===== src/rtl/serial_out_sequencer.sv =====
// Command FIFO and launch sequencer feeding diff_freq_serial_out.
// Optional inter-packet gap state enabled by defining SEQ_GAP_EN.
module serial_out_sequencer #(
    parameter int unsigned DATA_BIT   = 8,
    parameter int unsigned DEPTH      = 8,
    parameter int unsigned ADDR_BIT   = 3,
    parameter int unsigned GAP_CYCLES = 4
) (
    input  logic                clk,
    input  logic                rst_n,
    input  logic                i_wr_en,
    input  logic [DATA_BIT-1:0] i_wr_data,
    input  logic                i_wr_freq,
    input  logic [1:0]          i_wr_idle,
    input  logic                i_enable,
    input  logic                i_abort,
    input  logic                i_done_tick,
    output logic                o_start,
    output logic                o_stop,
    output logic [DATA_BIT-1:0] o_data,
    output logic                o_sel_freq,
    output logic [1:0]          o_idle_mode,
    output logic                o_full,
    output logic                o_empty,
    output logic [ADDR_BIT:0]   o_count,
    output logic                o_busy,
    output logic                o_overflow,
    output logic                o_drained
);

    localparam int unsigned ENTRY_BIT = DATA_BIT + 3;

    if (DEPTH != (1 << ADDR_BIT) || DEPTH < 2 || GAP_CYCLES < 1) begin : g_bad_param
        $error("serial_out_sequencer: invalid parameter set");
    end

`ifdef SEQ_GAP_EN
    localparam int unsigned GAP_W = (GAP_CYCLES > 1) ? $clog2(GAP_CYCLES) : 1;
    typedef enum logic [2:0] {IDLE, LOAD, START, WAIT_DONE, GAP} state_t;
    logic [GAP_W-1:0] gap_cnt;
`else
    typedef enum logic [1:0] {IDLE, LOAD, START, WAIT_DONE} state_t;
`endif

    state_t               state, state_next;
    logic [ENTRY_BIT-1:0] mem [DEPTH];
    logic [ADDR_BIT-1:0]  wr_ptr, rd_ptr;
    logic [ADDR_BIT:0]    count;
    logic                 full, empty, push, pop, drain_set;

    assign full  = (count == (ADDR_BIT+1)'(DEPTH));
    assign empty = (count == '0);
    // Fullness is judged before the same-clock pop, so a push into a full FIFO is lost even in LOAD.
    assign push  = i_wr_en && !full && !i_abort;
    assign pop   = (state == LOAD) && !i_abort;

    always_ff @(posedge clk) begin
        if (push) mem[wr_ptr] <= {i_wr_idle, i_wr_freq, i_wr_data};
    end

    always_ff @(posedge clk or posedge rst_n) begin
        if (rst_n) begin
            wr_ptr     <= '0;
            rd_ptr     <= '0;
            count      <= '0;
            o_overflow <= 1'b0;
        end else if (i_abort) begin
            wr_ptr     <= '0;
            rd_ptr     <= '0;
            count      <= '0;
            o_overflow <= 1'b0;
        end else begin
            if (push) wr_ptr <= wr_ptr + ADDR_BIT'(1);
            if (pop)  rd_ptr <= rd_ptr + ADDR_BIT'(1);
            if (push && !pop)      count <= count + (ADDR_BIT+1)'(1);
            else if (!push && pop) count <= count - (ADDR_BIT+1)'(1);
            if (i_wr_en && full) o_overflow <= 1'b1;
        end
    end

    always_comb begin
        state_next = state;
        drain_set  = 1'b0;
        case (state)
            IDLE:  if (i_enable && !empty) state_next = LOAD;
            LOAD:  state_next = START;
            START: state_next = WAIT_DONE;
            WAIT_DONE: begin
                if (i_done_tick) begin
`ifdef SEQ_GAP_EN
                    state_next = GAP;
`else
                    if (i_enable && !empty) state_next = LOAD;
                    else begin
                        state_next = IDLE;
                        drain_set  = empty;
                    end
`endif
                end
            end
`ifdef SEQ_GAP_EN
            GAP: begin
                if (gap_cnt == '0) begin
                    if (i_enable && !empty) state_next = LOAD;
                    else begin
                        state_next = IDLE;
                        drain_set  = empty;
                    end
                end
            end
`endif
            default: state_next = IDLE;
        endcase
        if (i_abort) begin
            state_next = IDLE;
            drain_set  = 1'b0;
        end
    end

    always_ff @(posedge clk or posedge rst_n) begin
        if (rst_n) begin
            state       <= IDLE;
            o_stop      <= 1'b0;
            o_drained   <= 1'b0;
            o_data      <= '0;
            o_sel_freq  <= 1'b0;
            o_idle_mode <= 2'b00;
        end else begin
            state     <= state_next;
            o_stop    <= i_abort;
            o_drained <= drain_set;
            if (pop) {o_idle_mode, o_sel_freq, o_data} <= mem[rd_ptr];
        end
    end

`ifdef SEQ_GAP_EN
    // Counter is preloaded with GAP_CYCLES-1 so GAP lasts exactly GAP_CYCLES clocks.
    always_ff @(posedge clk or posedge rst_n) begin
        if (rst_n) gap_cnt <= '0;
        else if (state_next == GAP && state != GAP) gap_cnt <= GAP_W'(GAP_CYCLES - 1);
        else if (state == GAP && gap_cnt != '0) gap_cnt <= gap_cnt - GAP_W'(1);
    end
`endif

    assign o_start = (state == START);
    assign o_busy  = (state != IDLE);
    assign o_full  = full;
    assign o_empty = empty;
    assign o_count = count;

endmodule


===== config.mk =====
export PLATFORM = sky130hd
export DESIGN_NAME = serial_out_sequencer
export DESIGN_NICKNAME = d
export VERILOG_FILES = /design/src/rtl/serial_out_sequencer.sv
export SDC_FILE = /design/constraint.sdc
export NUM_CORES = 1
export LEC_CHECK = 0
export ABC_AREA = 1
export ABC_CLOCK_PERIOD_IN_PS = 2200
export CAP_MARGIN = 20
export CELL_PAD_IN_SITES_DETAIL_PLACEMENT = 1
export CELL_PAD_IN_SITES_GLOBAL_PLACEMENT = 1
export CORE_MARGIN = 5
export CORE_UTILIZATION = 46
export CTS_CLUSTER_DIAMETER = 150
export DETAILED_ROUTE_END_ITERATION = 8
export PLACE_DENSITY = 0.77
export SLEW_MARGIN = 20
export SYNTH_ARGS = -nofsm -noshare
export SYNTH_HDL_FRONTEND = slang
export SYNTH_SLANG_ARGS = --single-unit

===== constraint.sdc =====
create_clock -name clk -period 2.2 [get_ports clk]
set_input_delay 0.33 -clock clk [delete_from_list [all_inputs] [get_ports clk]]
set_output_delay 0.33 -clock clk [all_outputs]
set_load 0.02 [all_outputs]

* Yosys cells after proc, flatten, opt, wreduce, memory -nomap -nowiden
Memories as Yosys holds them, arrays and structs flattened. A register that Yosys moved wholly into a read port is not among the register bits.
Cells that the tools add are included.
** Word-level totals
- Register bits after elaboration :: 15
- Memory bits (writable) :: 88
- Output and inout bits :: 22
- Memories :: 1
** Memory list
- mem :: depth 8, bits a word 11, rd ports 1, clocked after Yosys merged registers in 1, write ports 1, RTL line 46 : logic [ENTRY_BIT-1:0] mem [DEPTH];
** Operators by class
- Add/sub/neg operators :: 4
- Equal/unequal tests :: 6
- Multiplexer cells :: 20
- Reductions and logical operators :: 20
** Operators with widths (count)
- $mux W3 :: 4
- $mux W4 :: 3
- $mux W1 :: 9
- $pmux W2 S4 :: 1
- $reduce_bool A2 Y1 :: 4
- $logic_and A1 B1 Y1 :: 7
- $add A3 B1 Y3 const B :: 2
- $mux W2 :: 3
- $ne A3 B3 Y1 const B :: 2
- $logic_not A1 Y1 :: 5
- $add A4 B1 Y4 const B :: 1
- $eq A2 B2 Y1 const B :: 2
- $eq A4 B4 Y1 const B :: 1
- $logic_not A4 Y1 :: 1
- $sub A4 B1 Y4 const B :: 1
- $reduce_bool A3 Y1 :: 1
- $eq A2 B1 Y1 const B :: 1
- $logic_not A2 Y1 :: 1
- $reduce_and A2 Y1 :: 1

* Logic depth before layout (Yosys ltp)
Gate-level depths: netlist of run 1.
- Depth in word-level cells :: 9
- Gate-level depth with buffers :: 10

* Least setup slack after synthesis of run 1
No wires, ideal clock.
- Path kind :: reg-to-reg
- Start point :: register state[1]
- End point :: register count[3], in the netlist o_count[3]
- Setup time :: 0.117 ns
- Arrival time :: 1.783 ns
- Required time :: 2.083 ns
- Setup slack :: 0.300 ns
- Stages on the path, launching flop included :: 11
- Buffers on the path :: 0
- Path through :: dfrtp_1 > inv_1 > ha_1 > nor2_2 > nand3_4 > ha_1 > nand3_1 > and2_1 > nand3b_1 > nand3_1 > nand2_1
** On the way
- Longest elaborated chain between the ends :: 6
** Ends and longest elaborated chain
- start, declared :: RTL line 45 : state_t state, state_next;
- start signal, assigned :: RTL line 129 : state <= state_next;
- $eq A2 B1 Y1 * :: RTL line 55 : assign pop = (state == LOAD) && !i_abort;
- $logic_and A1 B1 Y1 * :: RTL line 55
- $logic_not A1 Y1 :: RTL line 75 : if (push && !pop) count <= count + (ADDR_BIT+1)'(1);
- $logic_and A1 B1 Y1 :: RTL line 75
- $mux W4 :: RTL line 75
- $mux W4 :: RTL line 67 : end else if (i_abort) begin
- end signal, assigned :: RTL line 75
- end signal, assigned :: RTL line 76 : else if (!push && pop) count <= count - (ADDR_BIT+1)'(1);
- end, declared :: RTL line 48 : logic [ADDR_BIT:0] count;
Mark *: on every way between the ends. The rest lies on a longest branch, timed or not.
A chain may end at the register's enable or synchronous reset.

* Final worst setup path of run 1
- Start point :: register count[0], in the netlist o_count[0]
- End point :: output port o_empty
** On the way
- Longest elaborated chain between the ends :: 1
** Ends and longest elaborated chain
- $logic_not A4 Y1 :: RTL line 52 : assign empty = (count == '0);
- end, declared :: RTL line 24 : output logic o_empty,
Every way passes these cells.

==> results.json, run 1 <==
{
  "status": "finished clean",
  "antenna_found_initial": 0,
  "finalHoldViolCount": 0,
  "cts_tree": "built",
  "drive_gt1_share_pct": 12.92,
  "crit_type": "reg2out",
  "die_x_um": 112.7,
  "dpl-instance-area_sq_mm": 0.005515,
  "synth.distinct_cells": 26,
  "vias": 3431,
  "tns_ns": 0,
  "ant_nets": 0,
  "crit_path_end": "o_empty",
  "power_density_mw_per_mm2": 1200,
  "cts.sinks": 114,
  "synth_mux_area_share_pct": 0,
  "wl_um": 12280,
  "finalWorstPathRequiredPeriod_ns": 2.037,
  "synth.area.top_cells": "edfxtp_1 (55%), dfrtp_1 (13%), nand2_1 (5.5%), inv_1 (4.9%), nand3_1 (3.9%)",
  "io_pins": 39,
  "via_per_inst": 5.369,
  "start_kind": "flop",
  "synthAdderAreaFrac_pct": 2.478,
  "synth-xor-area-share_pct": 0.1807,
  "cts_root_buf": "clkbuf_8",
  "synth_nets": 452,
  "start_util_pct": 46.95,
  "timing.rr.end": "o_count[3]",
  "synth_top_family_by_area": "simple AND/OR/NAND/NOR gates",
  "rrSetupSlack_ns": 0.20,
  "finalCritPeriodShare_pct": 92.60,
  "fin_util_pct": 58.66,
  "die-area_sq_mm": 0.01269,
  "die_h_um": 112.7,
  "grt_max_degree": 57,
  "ys_seq_area_share_pct": 67.94,
  "p_int_mw": 4.909,
  "synth_compound_area_share_pct": 10.04,
  "clk_latency_ns": 0.52,
  "ctsHoldBuffers": 0,
  "dr.pass1.iters": 4,
  "critPathArrivalTime_ns": 1.71,
  "track_usage_pct": 21.14,
  "detail_route.wl_per_cell_um": 19.21,
  "htree_levels": 4,
  "numCtsBuffers": 17,
  "hp-class": "in2async",
  "rows": 37,
  "p_sw_mw": 2.359,
  "core_sq_mm": 0.01032,
  "syn_avg_cell_area_sq_um": 11.38,
  "overflow": 0,
  "skew_ns": 0.01300,
  "io_buffers": 38,
  "clk_pin_slew_worst_paths_ns": 0.06,
  "reg2reg_from": "state[1]",
  "p_comb_share_pct": 27.3,
  "worst_pin_slew_ns": 0.6604,
  "final_area_sq_mm": 0.006056,
  "grt_pass1_wl_um": 20580,
  "critPathRequiredTime_ns": 1.87,
  "crit_path_end_kind": "primary output",
  "p_sw_share_pct": 32.46,
  "routabilityCongestion": 0.8042,
  "post-route-drc-count": 0,
  "slew_viol_final": 0,
  "worstPathMaxFanout": 6,
  "synth-simple-area-share_pct": 12.29,
  "area_delta_synth_final_pct": 24.94,
  "grt_pass1_vias": 3848,
  "yosys_warnings": 0,
  "cts_max_path_buffers": 2,
  "grt_setup_unrepaired": "false",
  "synth_top_area_cell": "edfxtp_1",
  "finalSetupViolCount": 0,
  "worst_ir_drop_vdd_v": 0.0005122,
  "syn_inst": 426,
  "drv_cap": 0,
  "clkPwrFrac_pct": 34.4,
  "finalNetCount": 516,
  "dp_hpwl_um": 7815,
  "antenna_cells": 0,
  "dr.first_iter.drc_count": 253,
  "synth_top_area_share_pct": 54.52,
  "power.leakage_nw": 2.416,
  "pwr-share-seq_pct": 38.3,
  "max-slew-margin-rel_pct": 55.97,
  "r2r_cells": 10,
  "max_freq_mhz": 490.9,
  "syn-cell-area_sq_mm": 0.004847,
  "critPathLaunch": "o_count[0]",
  "ys_seq_elements": 114
}
placed cells by master (no fill, tap or decap), types with 3 or more instances in the layout:
master / netlist / final
dfrtp_1: 26 / 25
buf_4: 0 / 25
nand2_1: 71 / 71
a21oi_1: 28 / 28
inv_1: 63 / 63
inv_2: 4 / 4
nand3_1: 38 / 38
o211ai_1: 22 / 22
clkinv_1: 0 / 6
clkdlybuf4s50_1: 0 / 34
nor2_1: 10 / 10
dlygate4sd2_1: 0 / 4
clkinvlp_4: 0 / 3
clkbuf_16: 0 / 16
o21ai_1: 27 / 27
edfxtp_1: 88 / 88
ha_1: 8 / 8
o21ai_0: 5 / 5
layout make-up:
cell class | count | area [sq um]
well taps | 136 | 170.2
multi-input cells | 226 | 1216
repair buffers | 64 | 583.1
clock inverters | 13 | 118.9
clock buffers | 19 | 421.7
flip-flops and latches | 114 | 3294
inverters | 67 | 251.5
fillers | 1087 | 4268
kinds of logic after synthesis:
group,Yosys count
compound gates,85
xor+xnor,1
fa+ha+maj,9
buf+inv,86
flops,114
simple gates,131
power groups by stage:
stage | sequential [mW] | clock (mW) | combinational [mW]
after detailed placement | 2.81 | 0 | 1.99
after floorplan | 2.86 | 0 | 1.17
after global routing | 2.82 | 2.67 | 2.20
after global placement | 2.80 | 0 | 1.89
after CTS | 2.78 | 2.54 | 2.01
final | 2.78 | 2.50 | 1.98
per-layer routing:
layer	vias up	share of wire (%)	global-route usage, %
li1	1595	-	-
met1	1737	43	25.28
met2	76	52	36.81
met3	23	3.3	5.606
met4	0	1.8	7.372
met5	-	0	0
sequential cells by signal, indices dropped and copies added (netlist names):
signal,flops
mem,88
o_count,4
o_data,8
o_drained,1
o_idle_mode,2
o_overflow,1
o_sel_freq,1
o_stop,1
rd_ptr,3
state,2
wr_ptr,3
what timing repair did:
item / in CTS / in global routing
hold endpoints to repair: 0 / 0
setup endpoints to repair: 4 / 1
resized for setup: 4 / 1
buffers inserted: 0 / 0
cells in the mapped netlist (all sizes together):
master / n
inv: 67
nand4: 1
buf: 16
nand3: 40
nand2: 75
o211ai: 22
fa: 1
edfxtp: 88
dfrtp: 26
ha: 8
nor2: 13
o21ai: 33
a21oi: 28
nand3b: 1
o22ai: 2
xor2: 1
clkbuf: 3
and2: 1
metrics by stage:
stage | power (mW) | hold slack (ns) | setup slack [ns] | std cells
2_1_floorplan | 4.026 | 0.3614 | 0.3000 | 426
6_report | 7.268 | 0.1950 | 0.1628 | 639
4_1_cts | 7.323 | 0.1886 | 0.06999 | 639
5_1_grt | 7.692 | 0.2392 | 0.01062 | 639
3_5_place_dp | 4.798 | 0.4650 | 0.1460 | 607
3_3_place_gp | 4.684 | 0.4635 | 0.1658 | 607
worst min path at each step:
stage          cells past startpoint  slack, ns        endpoint
5_1_grt                            3       0.24       o_drained
4_1_cts                            3       0.19       o_data[1]
6_report                           3       0.19  o_idle_mode[0]
2_1_floorplan                      0       0.36          o_stop
3_3_place_gp                       2       0.46       o_data[3]
3_5_place_dp                       2       0.46       o_data[5]
worst max-delay path, stage by stage (launching register included):
cell	delay, ns
dfrtp_1	0.45
nor2_4	0.17
nand3_1	0.14
inv_1	0.10
dlygate4sd2_1	0.33
Power figures use the tool's default switching activity.
==> run 2: changes to the inputs <==
--- a/config.mk
+++ b/config.mk
@@ -19,3 +19,4 @@
 export SYNTH_ARGS = -nofsm -noshare
 export SYNTH_HDL_FRONTEND = slang
 export SYNTH_SLANG_ARGS = --single-unit
+export TNS_END_PERCENT = 50
==> results of run 2 <==
No change in the layout: final DEF, timing and power equal those of run 1.
